## config.mk

```make
export PLATFORM = sky130hd
export DESIGN_NAME = armleocpu_tlb_flat
export DESIGN_NICKNAME = d
export VERILOG_FILES = /design/src/rtl/armleocpu_defs.sv /design/src/rtl/armleocpu_tlb_if.sv /design/src/rtl/armleocpu_tlb_entry_array.sv /design/src/rtl/armleocpu_tlb.sv /design/src/flat_wrapper.sv
export SDC_FILE = /design/constraint.sdc
export NUM_CORES = 1
export LEC_CHECK = 0
export BUFFER_PORTS_ARGS = -buffer_cell sky130_fd_sc_hd__buf_2
export CAP_MARGIN = 5
export CORE_UTILIZATION = 53
export CTS_CLUSTER_DIAMETER = 80
export DETAILED_ROUTE_END_ITERATION = 6
export PLACE_DENSITY = 0.76
export SYNTH_ARGS = -nofsm -noshare
export SYNTH_HDL_FRONTEND = slang
export SYNTH_SLANG_ARGS = --single-unit
```

## constraint.sdc

```tcl
create_clock -name clk -period 3.4 [get_ports clk]
set_input_delay 0.34 -clock clk [delete_from_list [all_inputs] [get_ports clk]]
set_output_delay 0.34 -clock clk [all_outputs]
set_load 0.01 [all_outputs]
```

## src/rtl/armleocpu_defs.sv

```systemverilog
// Shared TLB definitions: page number widths, PTE bit positions, FSM states
// and the entry record stored in the translation cache.
package armleocpu_defs;

    localparam int VPN_W = 20;
    localparam int PPN_W = 22;
    localparam int ACC_W = 8;

    typedef enum logic [2:0] {
        PTE_V, PTE_R, PTE_W, PTE_X, PTE_U, PTE_G, PTE_A, PTE_D
    } pte_bit_t;

    // Bare mode grants D A X W R V, i.e. unrestricted supervisor access.
    localparam logic [ACC_W-1:0] BARE_ACCESS = 8'hCF;

    typedef enum logic [1:0] {
        IDLE = 2'd0,
        REQ  = 2'd1,
        WAIT = 2'd2,
        RESP = 2'd3
    } tlb_state_t;

    typedef struct packed {
        logic [VPN_W-1:0] vpn;
        logic [PPN_W-1:0] ppn;
        logic [ACC_W-1:0] access;
    } tlb_entry_t;

    function automatic logic [PPN_W-1:0] bare_ppn(input logic [VPN_W-1:0] vpn);
        return PPN_W'(vpn);
    endfunction

endpackage

```

## src/rtl/armleocpu_tlb_if.sv

```systemverilog
// Lookup/response and page-table-walker signals of the TLB.
// slave = TLB side, master = requester plus walker side.
interface armleocpu_tlb_if;
    import armleocpu_defs::*;

    logic             matp_mode;
    logic             invalidate;
    logic             lu_valid;
    logic             lu_ready;
    logic [VPN_W-1:0] lu_vpn;

    logic             rsp_valid;
    logic [PPN_W-1:0] rsp_ppn;
    logic [ACC_W-1:0] rsp_access_bits;
    logic             rsp_pagefault;
    logic             rsp_accessfault;

    logic             ptw_resolve_request;
    logic             ptw_resolve_ack;
    logic [VPN_W-1:0] ptw_virtual_address;
    logic             ptw_resolve_done;
    logic             ptw_resolve_pagefault;
    logic             ptw_resolve_accessfault;
    logic [ACC_W-1:0] ptw_resolve_access_bits;
    logic [PPN_W-1:0] ptw_resolve_physical_address;

    modport slave (
        input  matp_mode, invalidate, lu_valid, lu_vpn,
               ptw_resolve_ack, ptw_resolve_done, ptw_resolve_pagefault,
               ptw_resolve_accessfault, ptw_resolve_access_bits,
               ptw_resolve_physical_address,
        output lu_ready, rsp_valid, rsp_ppn, rsp_access_bits, rsp_pagefault,
               rsp_accessfault, ptw_resolve_request, ptw_virtual_address
    );

    modport master (
        output matp_mode, invalidate, lu_valid, lu_vpn,
               ptw_resolve_ack, ptw_resolve_done, ptw_resolve_pagefault,
               ptw_resolve_accessfault, ptw_resolve_access_bits,
               ptw_resolve_physical_address,
        input  lu_ready, rsp_valid, rsp_ppn, rsp_access_bits, rsp_pagefault,
               rsp_accessfault, ptw_resolve_request, ptw_virtual_address
    );

endinterface

```

## src/rtl/armleocpu_tlb_entry_array.sv

```systemverilog
// Fully-associative TLB entry store with parallel tag compare.
// Latency: hit is combinational from lookup_vpn; writes/flush land on the next edge.
// Backpressure: none, write and flush are accepted every cycle (flush wins).
module armleocpu_tlb_entry_array
    import armleocpu_defs::*;
#(
    parameter int ENTRIES = 4
) (
    input  logic                       clk,
    input  logic                       sync_rst,
    input  logic [VPN_W-1:0]           lookup_vpn,
    output logic                       hit,
    output logic [PPN_W-1:0]           hit_ppn,
    output logic [ACC_W-1:0]           hit_access,
    input  logic                       write_en,
    input  logic [$clog2(ENTRIES)-1:0] write_idx,
    input  tlb_entry_t                 write_data,
    input  logic                       invalidate_all
);

    logic [ENTRIES-1:0] valid_q;
    tlb_entry_t         entry_q [ENTRIES];

    always_ff @(posedge clk) begin
        if (sync_rst || invalidate_all) begin
            valid_q <= '0;
        end else if (write_en) begin
            valid_q[write_idx] <= 1'b1;
        end
    end

    always_ff @(posedge clk) begin
        if (write_en) begin
            entry_q[write_idx] <= write_data;
        end
    end

    // Fills only happen after a miss, so at most one tag matches and OR-ing is safe.
    always_comb begin
        hit        = 1'b0;
        hit_ppn    = '0;
        hit_access = '0;
        for (int i = 0; i < ENTRIES; i++) begin
            if (valid_q[i] && (entry_q[i].vpn == lookup_vpn)) begin
                hit        = 1'b1;
                hit_ppn    = hit_ppn | entry_q[i].ppn;
                hit_access = hit_access | entry_q[i].access;
            end
        end
    end

endmodule

```

## src/rtl/armleocpu_tlb.sv

```systemverilog
// Sv32 TLB with round-robin refill from an external page table walker.
// Latency: 1 cycle from acceptance on hit or bare mode; miss adds the walk time.
// Backpressure: lu_ready only in IDLE; one lookup in flight, walker handshake via request/ack.
module armleocpu_tlb
    import armleocpu_defs::*;
#(
    parameter int ENTRIES = 4
) (
    input  logic            clk,
    input  logic            sync_rst,
    armleocpu_tlb_if.slave  bus
);

    localparam int IDX_W = $clog2(ENTRIES);

    tlb_state_t       state_q, state_d;
    logic [VPN_W-1:0] vpn_q;
    logic [IDX_W-1:0] victim_q;
    logic             pending_q;

    logic             rsp_valid_q, rsp_pf_q, rsp_af_q;
    logic [PPN_W-1:0] rsp_ppn_q, rsp_ppn_d;
    logic [ACC_W-1:0] rsp_acc_q, rsp_acc_d;
    logic             rsp_pf_d, rsp_af_d;

    logic             hit;
    logic [PPN_W-1:0] hit_ppn;
    logic [ACC_W-1:0] hit_access;
    logic             fill;
    tlb_entry_t       fill_data;

    assign fill_data = '{vpn:    vpn_q,
                         ppn:    bus.ptw_resolve_physical_address,
                         access: bus.ptw_resolve_access_bits};

    armleocpu_tlb_entry_array #(.ENTRIES(ENTRIES)) u_entries (
        .clk            (clk),
        .sync_rst       (sync_rst),
        .lookup_vpn     (bus.lu_vpn),
        .hit            (hit),
        .hit_ppn        (hit_ppn),
        .hit_access     (hit_access),
        .write_en       (fill),
        .write_idx      (victim_q),
        .write_data     (fill_data),
        .invalidate_all (bus.invalidate)
    );

    always_comb begin
        state_d   = state_q;
        rsp_ppn_d = '0;
        rsp_acc_d = '0;
        rsp_pf_d  = 1'b0;
        rsp_af_d  = 1'b0;
        fill      = 1'b0;
        case (state_q)
            IDLE: begin
                if (bus.lu_valid) begin
                    if (!bus.matp_mode) begin
                        state_d   = RESP;
                        rsp_ppn_d = bare_ppn(bus.lu_vpn);
                        rsp_acc_d = BARE_ACCESS;
                    end else if (hit && !bus.invalidate) begin
                        state_d   = RESP;
                        rsp_ppn_d = hit_ppn;
                        rsp_acc_d = hit_access;
                    end else begin
                        state_d = REQ;
                    end
                end
            end
            REQ: begin
                if (bus.ptw_resolve_ack) begin
                    state_d = WAIT;
                end
            end
            WAIT: begin
                if (bus.ptw_resolve_accessfault) begin
                    state_d  = RESP;
                    rsp_af_d = 1'b1;
                end else if (bus.ptw_resolve_pagefault) begin
                    state_d  = RESP;
                    rsp_pf_d = 1'b1;
                end else if (bus.ptw_resolve_done) begin
                    state_d   = RESP;
                    rsp_ppn_d = bus.ptw_resolve_physical_address;
                    rsp_acc_d = bus.ptw_resolve_access_bits;
                    // A flush seen at any point of this walk makes its result stale.
                    fill      = !pending_q && !bus.invalidate;
                end
            end
            RESP: begin
                state_d = IDLE;
            end
            default: begin
                state_d = IDLE;
            end
        endcase
    end

    always_ff @(posedge clk) begin
        if (sync_rst) begin
            state_q     <= IDLE;
            vpn_q       <= '0;
            victim_q    <= '0;
            pending_q   <= 1'b0;
            rsp_valid_q <= 1'b0;
            rsp_ppn_q   <= '0;
            rsp_acc_q   <= '0;
            rsp_pf_q    <= 1'b0;
            rsp_af_q    <= 1'b0;
        end else begin
            state_q     <= state_d;
            rsp_valid_q <= (state_d == RESP);
            rsp_ppn_q   <= rsp_ppn_d;
            rsp_acc_q   <= rsp_acc_d;
            rsp_pf_q    <= rsp_pf_d;
            rsp_af_q    <= rsp_af_d;
            if (state_q == IDLE && bus.lu_valid) begin
                vpn_q <= bus.lu_vpn;
            end
            if (bus.invalidate) begin
                victim_q <= '0;
            end else if (fill) begin
                victim_q <= victim_q + IDX_W'(1);
            end
            if (state_q == RESP) begin
                pending_q <= 1'b0;
            end else if (bus.invalidate && (state_q == REQ || state_q == WAIT)) begin
                pending_q <= 1'b1;
            end
        end
    end

    assign bus.lu_ready            = (state_q == IDLE);
    assign bus.ptw_resolve_request = (state_q == REQ);
    assign bus.ptw_virtual_address = vpn_q;
    assign bus.rsp_valid           = rsp_valid_q;
    assign bus.rsp_ppn             = rsp_ppn_q;
    assign bus.rsp_access_bits     = rsp_acc_q;
    assign bus.rsp_pagefault       = rsp_pf_q;
    assign bus.rsp_accessfault     = rsp_af_q;

endmodule

```

## src/flat_wrapper.sv

```systemverilog
// flat-port wrapper written by rule: the top's interface ports become plain ports
module armleocpu_tlb_flat import armleocpu_defs::*;
#(
    parameter int ENTRIES = 4
)
  (clk, sync_rst, bus_matp_mode, bus_invalidate, bus_lu_valid, bus_lu_vpn, bus_ptw_resolve_ack, bus_ptw_resolve_done, bus_ptw_resolve_pagefault, bus_ptw_resolve_accessfault, bus_ptw_resolve_access_bits, bus_ptw_resolve_physical_address, bus_lu_ready, bus_rsp_valid, bus_rsp_ppn, bus_rsp_access_bits, bus_rsp_pagefault, bus_rsp_accessfault, bus_ptw_resolve_request, bus_ptw_virtual_address);
  armleocpu_tlb_if bus_i ();
  input  logic clk;
  input  logic sync_rst;
  input wire logic [$bits(bus_i.matp_mode)-1:0] bus_matp_mode;
  input wire logic [$bits(bus_i.invalidate)-1:0] bus_invalidate;
  input wire logic [$bits(bus_i.lu_valid)-1:0] bus_lu_valid;
  input wire logic [$bits(bus_i.lu_vpn)-1:0] bus_lu_vpn;
  input wire logic [$bits(bus_i.ptw_resolve_ack)-1:0] bus_ptw_resolve_ack;
  input wire logic [$bits(bus_i.ptw_resolve_done)-1:0] bus_ptw_resolve_done;
  input wire logic [$bits(bus_i.ptw_resolve_pagefault)-1:0] bus_ptw_resolve_pagefault;
  input wire logic [$bits(bus_i.ptw_resolve_accessfault)-1:0] bus_ptw_resolve_accessfault;
  input wire logic [$bits(bus_i.ptw_resolve_access_bits)-1:0] bus_ptw_resolve_access_bits;
  input wire logic [$bits(bus_i.ptw_resolve_physical_address)-1:0] bus_ptw_resolve_physical_address;
  output wire logic [$bits(bus_i.lu_ready)-1:0] bus_lu_ready;
  output wire logic [$bits(bus_i.rsp_valid)-1:0] bus_rsp_valid;
  output wire logic [$bits(bus_i.rsp_ppn)-1:0] bus_rsp_ppn;
  output wire logic [$bits(bus_i.rsp_access_bits)-1:0] bus_rsp_access_bits;
  output wire logic [$bits(bus_i.rsp_pagefault)-1:0] bus_rsp_pagefault;
  output wire logic [$bits(bus_i.rsp_accessfault)-1:0] bus_rsp_accessfault;
  output wire logic [$bits(bus_i.ptw_resolve_request)-1:0] bus_ptw_resolve_request;
  output wire logic [$bits(bus_i.ptw_virtual_address)-1:0] bus_ptw_virtual_address;
  assign bus_i.matp_mode = bus_matp_mode;
  assign bus_i.invalidate = bus_invalidate;
  assign bus_i.lu_valid = bus_lu_valid;
  assign bus_i.lu_vpn = bus_lu_vpn;
  assign bus_i.ptw_resolve_ack = bus_ptw_resolve_ack;
  assign bus_i.ptw_resolve_done = bus_ptw_resolve_done;
  assign bus_i.ptw_resolve_pagefault = bus_ptw_resolve_pagefault;
  assign bus_i.ptw_resolve_accessfault = bus_ptw_resolve_accessfault;
  assign bus_i.ptw_resolve_access_bits = bus_ptw_resolve_access_bits;
  assign bus_i.ptw_resolve_physical_address = bus_ptw_resolve_physical_address;
  assign bus_lu_ready = bus_i.lu_ready;
  assign bus_rsp_valid = bus_i.rsp_valid;
  assign bus_rsp_ppn = bus_i.rsp_ppn;
  assign bus_rsp_access_bits = bus_i.rsp_access_bits;
  assign bus_rsp_pagefault = bus_i.rsp_pagefault;
  assign bus_rsp_accessfault = bus_i.rsp_accessfault;
  assign bus_ptw_resolve_request = bus_i.ptw_resolve_request;
  assign bus_ptw_virtual_address = bus_i.ptw_virtual_address;
  armleocpu_tlb #(.ENTRIES(ENTRIES)) u_core (.clk(clk), .sync_rst(sync_rst), .bus(bus_i));
endmodule
```

==> results.tsv, run 1 <==
stage	metric	value	unit
route	WL/cell	19.9	µm
clocking	# clock sinks	262	
synth	warnings from Yosys	0	
placement	DP Wirelength	15.4	mm
clocking	PostCTS Resize Cnt	0	
floorplanning	die height	145	µm
synth	Avg Cell Area, Syn	13.1	µm²
cells_and_area	Layout area overhead	15.7	%
clocking	H-tree depth	1	
clocking	Num CTS Buffers	27	
clocking	clk buf depth	3	
clocking	CTS tree	built	
min_path	worst hold path class	in -> reg	
route	Antenna Nets Post-Route	0	
setup_path	critical path capture point type	register	
synth	Seq/Total Area, Yosys	67.2	%
power	Power Internal	5.58	mW
placement	GPL Wtd Cong	0.778	
power	maximum vdd drop	0.435	mV
grt	Congestion Overflow GR	0	
placement	Post-DP Area	11600	µm²
clocking	Skew-Pair Late Insertion Delay	0.53	ns
run	Max Cap Viol	0	
timing	Max Freq	358	MHz
synth	area share of the largest cell type after synthesis	55.7	%
clocking	CTS clk-pin slew, worst paths	0.06	ns
grt	Global Route Usage Sum	24.1	%
grt	vias in the first global route	6596	
floorplanning	effective utilization at floorplan	54.7	%
floorplanning	Core Region	19700	µm²
setup_path	Max stage delay on crit path	0.62	ns
timing	Slew @ Worst Pin	0.791	ns
setup_path	delay-heaviest family, CP	simple AND/OR/NAND/NOR gates	
synth	dominant cell type by area after synthesis	edfxtp_1	
synth	synth cell count leaders	edfxtp_1, nor3_1, inv_1	
setup_path	Buf+Inv Stages, Crit Path	2	
clocking	CTS root buf	clkbuf_16	
grt	largest net degree at the start of global routing	39	
floorplanning	row cnt	51	
status	outcome	completed	
route	WL final	24.2	mm
timing	final number of hold-violating endpoints	0	
setup_path	CP Data Required Time	3.61	ns
setup_path	critical path arrival	3.00	ns
power	Clk pwr share	39.5	%
cells_and_area	# fillers	1395	
timing	Max transition margin	46.8	%
setup_path	critical path type	reg -> reg	
route	DR DRC count	0	
synth	Post-Syn Nets	888	
synth	Post-Syn Instances	821	
route	DRT Pass-1 Iters	5	
clocking	post-CTS setup repair buffer count	0	
setup_path	CP Max Fanout	35	
timing	Max Clock Skew	0.00914	ns
synth	EDFF count, synth	200	
power	combinational power share	10.4	%
clocking	Hold-fix buffers, CTS	0	
cells_and_area	cell area after layout	12500	µm²
synth	ys flop type	edfxtp_1	
synth	register bit total from synthesis	262	
timing	RSZ-0062 raised after global routing	false	
power	leakage power	4.68	nW
timing	Slew Limit Fails	0	
floorplanning	I/O pin total	114	
synth	top cells by area, synth	edfxtp_1, dfxtp_1, xor2_1, nor3_1, inv_1	
route	DRT iter0 DRCs	595	
synth	async set or reset register ratio after synthesis	0	%
timing	setup TNS	0	ns
floorplanning	Die ar.	20900	µm²
cells_and_area	Post-layout nets	994	
cells_and_area	share of layout cells above drive strength 1	23.1	%
synth	Post-Synthesis Cell Area	10800	µm²
route	via count	6819	
setup_path	critical path's slowest cell	nor3b_1	
synth	Yosys cell types	44	
timing	Min Clock Period, post-route	2.79	ns
timing	setup violators final	0	
synth	most used standard cell by instance count after synthesis	edfxtp_1	
setup_path	startpoint types	register	
timing	final worst path period share	82.1	%
placement	IO Port Bufs	113	
route	via/cell ratio	5.62	
power	Net Sw Frac	24.4	%
power	Sequential Power Share	50.1	%
setup_path	crit-path cells	inv_1 -> ha_1 -> nand2_1 -> nor3_4 -> nor3b_1 -> and2_2 -> buf_12	
grt	first-pass GRT wire length	37.2	mm
floorplanning	die width	145	µm
power	NetSw	1.80	mW
grt	antenna violations before repair	1	
power	power density over the cells	592	nW/µm²
-- worst paths after layout --
path	from	end	slack (ns)	cells after the start
min	bus_ptw_resolve_physical_address[12]	u_core.u_entries.entry_q[1][20]	0.05	1
max	u_core.state_q[0]	u_core.u_entries.entry_q[1][10]	0.61	7
max reg2reg	u_core.state_q[0]	u_core.u_entries.entry_q[1][10]	0.61	7
min reg2reg	u_core.u_entries.valid_q[3]	u_core.u_entries.valid_q[3]	0.49	2
-- layout make-up --
type                            count  area [µm²]  share of cell area, %
Tap cell                          265         332                   2.66
Clock buffer                       34         722                   5.79
Timing Repair Buffer              133         766                   6.14
Inverter                           96         360                   2.89
Clock inverter                     16         163                   1.30
Antenna cell                        1        2.50                 0.0201
Sequential cell                   262        7250                   58.1
Multi-Input combinational cell    407        2890                   23.1
-- registers in the layout, summed over array words and instances, names as in the netlist, 2 cells and up --
signal and cells:
u_core.bus.ptw_virtual_address 20, u_core.bus.rsp_access_bits 8, u_core.bus.rsp_ppn 22, u_core.state_q 2
u_core.u_entries.entry_q 200, u_core.u_entries.valid_q 4, u_core.victim_q 2
-- power by group through the flow --
stage / clock (mW) / combinational, mW / sequential (mW)
floorplan: 0 / 0.434 / 3.77
global placement: 0 / 0.751 / 3.76
detailed placement: 0 / 0.764 / 3.77
CTS: 2.95 / 0.766 / 3.70
global route: 3.09 / 0.837 / 3.72
finish: 2.92 / 0.765 / 3.70
-- metal layers --
metal	vias up	GRT usage [%]	wire, µm
met3	41	4.24	2030
met5	-	0	13
met4	2	6.65	418
met1	3321	33.3	10300
li1	3159	-	-
met2	296	39.2	11500
-- worst register-to-register path, delay by kind of cell, from the launching register on --
| kind | cells | cell delay (ns) |
|---|---|---|
| flops | 1 | 0.37 |
| fa+ha+maj | 1 | 0.22 |
| simple gates | 4 | 1.47 |
| buf+inv | 2 | 0.41 |
-- per-stage QoR --
step / std cells / setup slack (ns) / utilization, % / hold WS (ns) / total power, mW
2_1_floorplan: 821 / 0.178 / - / 0.416 / 4.20
3_3_place_gp: 1163 / 0.714 / 58.8 / 0.452 / 4.52
3_5_place_dp: 1163 / 0.659 / 58.8 / 0.475 / 4.54
4_1_cts: 1213 / 0.598 / 63.3 / 0.0289 / 7.42
5_1_grt: 1213 / 0.420 / 63.3 / 0.0297 / 7.64
6_report: 1214 / 0.609 / 63.3 / 0.0460 / 7.38
-- cells by family after synthesis --
family / count (synthesis) / synth area share (%)
XOR/XNOR: 81 / 6.58
flip-flops: 262 / 67.2
adder cells (fa/ha/maj): 8 / 0.928
buffers and inverters: 152 / 6.17
AND/OR/NAND/NOR: 199 / 10.0
multiplexers: 1 / 0.0928
AO/OA/AOI/OAI: 118 / 9.00
-- cells in the final DEF, fill, tap and decap left out, drive strengths merged, types with 5 or more instances in the layout --
cell type / netlist / routed
buf: 33 / 133
nor4: 17 / 17
nor2: 17 / 17
o22ai: 26 / 26
ha: 8 / 8
edfxtp: 200 / 200
xnor2: 5 / 5
nand2: 48 / 48
clkbuf: 23 / 34
o21ai: 6 / 6
nor3: 98 / 98
a21oi: 27 / 27
a2111oi: 30 / 30
inv: 96 / 98
xor2: 76 / 76
and2: 5 / 5
clkinv: 0 / 9
a22oi: 20 / 20
dfxtp: 62 / 62
Note: power is estimated with default switching activity, not from simulation.
==> run 2: changes to the inputs <==
- CORE_UTILIZATION: 53 -> 57
- PLACE_DENSITY: 0.76 -> 0.78
- clock period: 3.4 -> 2.6 ns (I/O delays scaled with it)
==> results.tsv, run 2 (synthesis results as in run 1) <==
stage	metric	value	unit
floorplanning	die height	140	µm
cells_and_area	# fillers	1156	
route	DRT iter0 DRCs	680	
power	power density over the cells	776	nW/µm²
placement	Post-DP Area	11700	µm²
setup_path	Max stage delay on crit path	0.61	ns
setup_path	crit-path cells	xor2_1 -> nor4_1 -> buf_4 -> nand4_1 -> nor2_2 -> o41ai_4 -> buf_12 -> o22ai_2	
floorplanning	row cnt	49	
clocking	post-CTS setup repair buffer count	0	
timing	Max Clock Skew	0.0116	ns
clocking	CTS clk-pin slew, worst paths	0.06	ns
timing	setup violators final	0	
grt	first-pass GRT wire length	40.6	mm
status	outcome	completed	
cells_and_area	commonest cells after routing, fill and taps aside	edfxtp_1, buf_2, nor3_1, inv_1, xor2_1	
cells_and_area	commonest non-fill, non-tap cell in the layout	edfxtp_1	
setup_path	critical path's slowest cell	o41ai_4	
timing	final worst path period share	91.0	%
placement	IO Port Bufs	113	
clocking	H-tree depth	1	
floorplanning	die width	140	µm
timing	setup TNS	0	ns
cells_and_area	share of layout cells above drive strength 1	22.9	%
grt	antenna violations before repair	0	
clocking	Num CTS Buffers	26	
setup_path	Buf+Inv Stages, Crit Path	2	
setup_path	critical path capture point type	register	
placement	GPL Wtd Cong	0.827	
cells_and_area	Layout area overhead	20.2	%
grt	vias in the first global route	7359	
floorplanning	Core Region	18300	µm²
timing	Slew @ Worst Pin	0.829	ns
route	WL/cell	21.6	µm
setup_path	critical path arrival	2.73	ns
setup_path	CP Data Required Time	2.97	ns
route	DRT Pass-1 Iters	5	
setup_path	startpoint types	register	
timing	Hold WS	0.0320	ns
cells_and_area	max reg flops	200	
floorplanning	Die ar.	19500	µm²
clocking	clk buf depth	3	
setup_path	delay-heaviest family, CP	compound AO/OA/AOI/OAI gates	
clocking	CTS tree	built	
cells_and_area	cell area after layout	13000	µm²
timing	RSZ-0062 raised after global routing	false	
cells_and_area	Biggest register	u_core.u_entries.entry_q	
clocking	Skew-Pair Late Insertion Delay	0.52	ns
run	Max Cap Viol	0	
route	DR DRC count	0	
clocking	CTS root buf	clkbuf_16	
timing	Slew Limit Fails	0	
setup_path	critical path type	reg -> reg	
timing	Min Clock Period, post-route	2.37	ns
placement	DP Wirelength	15.9	mm
timing	Max transition margin	44.7	%
route	Antenna Nets Post-Route	0	
route	via/cell ratio	5.87	
clocking	# clock sinks	262	
grt	largest net degree at the start of global routing	52	
route	WL final	26.3	mm
route	via count	7136	
power	maximum vdd drop	0.441	mV
min_path	worst hold path class	in -> reg	
cells_and_area	Ant. Diodes	0	
timing	final number of hold-violating endpoints	0	
floorplanning	effective utilization at floorplan	59.0	%
timing	Max Freq	423	MHz
grt	Congestion Overflow GR	0	
setup_path	CP Max Fanout	19	
cells_and_area	Post-layout nets	1034	
floorplanning	I/O pin total	114	
power	leakage power	4.92	nW
grt	Global Route Usage Sum	27.7	%
power	Tot Pwr	10.1	mW
[run 2: changes by cell type in the layout (fill, tap and decap cells not counted), sizes merged]
cell / before / now
inv: 98 / 96
clkinv: 9 / 3
dlygate4sd3: 0 / 31
bufinv: 3 / 7
diode: 1 / 0
buf: 133 / 143
clkinvlp: 2 / 0
clkbuf: 34 / 37
[run 2: what timing repair did]
action                                 in CTS  in global routing
endpoints found under the hold margin     116                  0
hold buffers                               31                  0
resized for setup                           0                  0
[run 2: where the power goes]
part,internal [mW],total (mW),switching (mW)
registers,4.69,4.84,0.144
logic,0.374,1.06,0.688
clock network,2.67,4.15,1.48
[run 2: layout make-up]
cell class              count  area (µm²)  share of cell area (%)
clock buffers              37         743                    5.73
clock inverters            10         223                    1.72
multi-input cells         407        2890                    22.3
well taps                 229         287                    2.21
repair buffers            174        1210                    9.36
inverters                  96         360                    2.78
flip-flops and latches    262        7250                    55.9
[run 2: worst reg2reg max path, stage by stage (launching register included)]
cell and delay (ns):
edfxtp_1 0.37, xor2_1 0.28, nor4_1 0.13, buf_4 0.15
nand4_1 0.19, nor2_2 0.13, o41ai_4 0.62, buf_12 0.27
o22ai_2 0.08
[run 2: worst paths after layout]
kind	cells after the start	slack (ns)	from	endpoint
worst max-delay path	8	0.23	u_core.u_entries.entry_q[3][40]	u_core.bus.rsp_ppn[0]
worst min-delay path	1	0.03	bus_ptw_resolve_physical_address[0]	u_core.u_entries.entry_q[3][8]
worst max register to register	8	0.23	u_core.u_entries.entry_q[3][40]	u_core.bus.rsp_ppn[0]
worst min register to register	2	0.48	u_core.u_entries.valid_q[0]	u_core.u_entries.valid_q[0]
[run 2: stage by stage]
step | setup slack, ns | utilization (%) | std cells
CTS | 0.288 | 70.9 | 1215
floorplan | -0.0955 | - | 821
global placement | 0.249 | 64.0 | 1137
detailed placement | 0.193 | 64.0 | 1137
global route | 0.0857 | 70.9 | 1215
finish | 0.235 | 70.9 | 1215
[run 2: layer usage]
metal	GRT usage [%]	up-vias	routed length (µm)
li1	-	3236	-
met1	35.6	3449	10400
met2	46.6	384	12700
met3	4.99	67	2180
met4	11.6	0	934
met5	0	-	0
==> run 3: changes to the inputs <==
- clock period: 2.6 -> 3 ns (I/O delays scaled with it)
==> results.tsv, run 3 (synthesis results as in run 1) <==
stage	metric	value	unit
status	outcome	completed	
timing	Slew @ Worst Pin	0.859	ns
power	Net Sw Frac	24.7	%
timing	final number of hold-violating endpoints	0	
setup_path	startpoint types	register	
route	via/cell ratio	5.89	
floorplanning	row cnt	49	
grt	largest net degree at the start of global routing	52	
route	DRT iter0 DRCs	625	
floorplanning	Core Region	18300	µm²
clocking	# clock sinks	262	
cells_and_area	share of layout cells above drive strength 1	23.4	%
setup_path	critical path type	reg -> reg	
clocking	post-CTS setup repair buffer count	0	
cells_and_area	Layout area overhead	14.6	%
route	WL/cell	21.2	µm
floorplanning	I/O pin total	114	
min_path	worst hold path class	in -> reg	
timing	final worst path period share	82.0	%
route	DRT Pass-1 Iters	5	
cells_and_area	max reg flops	200	
route	DR DRC count	0	
setup_path	CP Data Required Time	3.35	ns
grt	antenna violations before repair	1	
grt	Global Route Usage Sum	25.9	%
grt	GRT met3 Usage	4.16	%
clocking	H-tree depth	1	
setup_path	CP Max Fanout	16	
cells_and_area	commonest non-fill, non-tap cell in the layout	edfxtp_1	
power	combinational power share	11.0	%
power	Clk pwr share	36.9	%
setup_path	critical path capture point type	register	
route	WL final	25.0	mm
placement	IO Port Bufs	113	
clocking	PostCTS Resize Cnt	0	
clocking	Num CTS Buffers	25	
power	Sequential Power Share	52.2	%
route	Antenna Nets Post-Route	0	
power	leakage power	4.67	nW
grt	Congestion Overflow GR	0	
placement	Post-DP Area	11600	µm²
placement	DP Wirelength	15.9	mm
power	NetSw	1.98	mW
floorplanning	die width	140	µm
setup_path	Max stage delay on crit path	0.83	ns
power	Power Internal	6.05	mW
grt	first-pass GRT wire length	38.3	mm
clocking	Hold-fix buffers, CTS	0	
grt	vias in the first global route	6749	
floorplanning	Die ar.	19500	µm²
setup_path	critical path arrival	2.81	ns
cells_and_area	cell area after layout	12400	µm²
timing	setup TNS	0	ns
power	power density over the cells	650	nW/µm²
timing	Min Clock Period, post-route	2.46	ns
timing	RSZ-0062 raised after global routing	false	
cells_and_area	commonest cells after routing, fill and taps aside	edfxtp_1, buf_2, nor3_1, inv_1, xor2_1	
timing	Max Freq	407	MHz
floorplanning	die height	140	µm
setup_path	critical path's slowest cell	o41ai_2	
timing	Max Clock Skew	0.00862	ns
timing	setup violators final	0	
clocking	clk buf depth	3	
cells_and_area	Biggest register	u_core.u_entries.entry_q	
power	maximum vdd drop	0.344	mV
timing	Max transition margin	42.1	%
clocking	Skew-Pair Late Insertion Delay	0.52	ns
clocking	CTS root buf	clkbuf_16	
setup_path	crit-path cells	xor2_1 -> nor4_2 -> nand4_4 -> nor2_8 -> o41ai_2 -> o22ai_1	
clocking	CTS tree	built	
grt	met2 Track Usage GR	42.1	%
grt	M1 GR Usage	35.6	%
timing	Slew Limit Fails	0	
run	Max Cap Viol	0	
clocking	CTS clk-pin slew, worst paths	0.06	ns
grt	layer with the highest usage	met2	
route	via count	6943	
floorplanning	effective utilization at floorplan	59.0	%
placement	GPL Wtd Cong	0.841	
cells_and_area	Post-layout nets	997	
-- run 3: changes by cell type in the layout (fill, tap and decap cells not counted), sizes merged --
cell and delta:
dlygate4sd3 -31, clkinv +9, bufinv -6, buf -5, clkbuf -5, diode +1
-- run 3: final cells by class --
cell class | instances | area (µm²)
Sequential cell | 262 | 7250
Fill cell | 1285 | 5910
Multi-Input combinational cell | 407 | 2890
Timing Repair Buffer | 138 | 803
Clock buffer | 32 | 682
Inverter | 96 | 360
Tap cell | 229 | 287
Clock inverter | 13 | 87.6
Antenna cell | 1 | 2.50
-- run 3: routing by layer --
layer	part of all wire [%]	wire length [µm]	vias up
met4	2.8	709	0
met2	47	11900	372
met5	0	0	-
met3	9.0	2250	60
met1	41	10200	3348
li1	-	-	3163
-- run 3: power groups by stage --
stage | logic [mW] | registers, mW | clock network [mW]
after detailed placement | 0.870 | 4.27 | 0
after floorplan | 0.492 | 4.27 | 0
final | 0.880 | 4.19 | 2.96
after global routing | 0.952 | 4.20 | 3.10
after CTS | 0.878 | 4.19 | 2.99
after global placement | 0.854 | 4.26 | 0
-- run 3: path summary, 6_finish.rpt --
kind | start | end | slack [ns] | cells after the start
setup / recovery | u_core.u_entries.entry_q[1][30] | u_core.bus.rsp_access_bits[2] | 0.54 | 6
hold / removal | bus_ptw_resolve_physical_address[19] | u_core.u_entries.entry_q[1][27] | 0.01 | 1
setup reg to reg | u_core.u_entries.entry_q[1][30] | u_core.bus.rsp_access_bits[2] | 0.54 | 6
hold reg to reg | u_core.u_entries.valid_q[0] | u_core.u_entries.valid_q[0] | 0.48 | 2
-- run 3: worst max-delay path: cells and delay by family (launching register included) --
kind	cells	cell delay (ns)
xor+xnor	1	0.36
flops	1	0.38
compound gates	2	1.02
simple gates	3	0.53
-- run 3: metrics by stage --
stage | util (%) | setup WS (ns) | instances | hold WS (ns) | power [mW]
2_1_floorplan | - | 0.304 | 821 | 0.376 | 4.76
3_3_place_gp | 63.4 | 0.442 | 1132 | 0.449 | 5.11
3_5_place_dp | 63.4 | 0.381 | 1132 | 0.471 | 5.14
4_1_cts | 67.6 | 0.560 | 1177 | 0.000953 | 8.05
5_1_grt | 67.6 | 0.407 | 1178 | 0.00695 | 8.26
6_report | 67.6 | 0.541 | 1178 | 0.0142 | 8.03
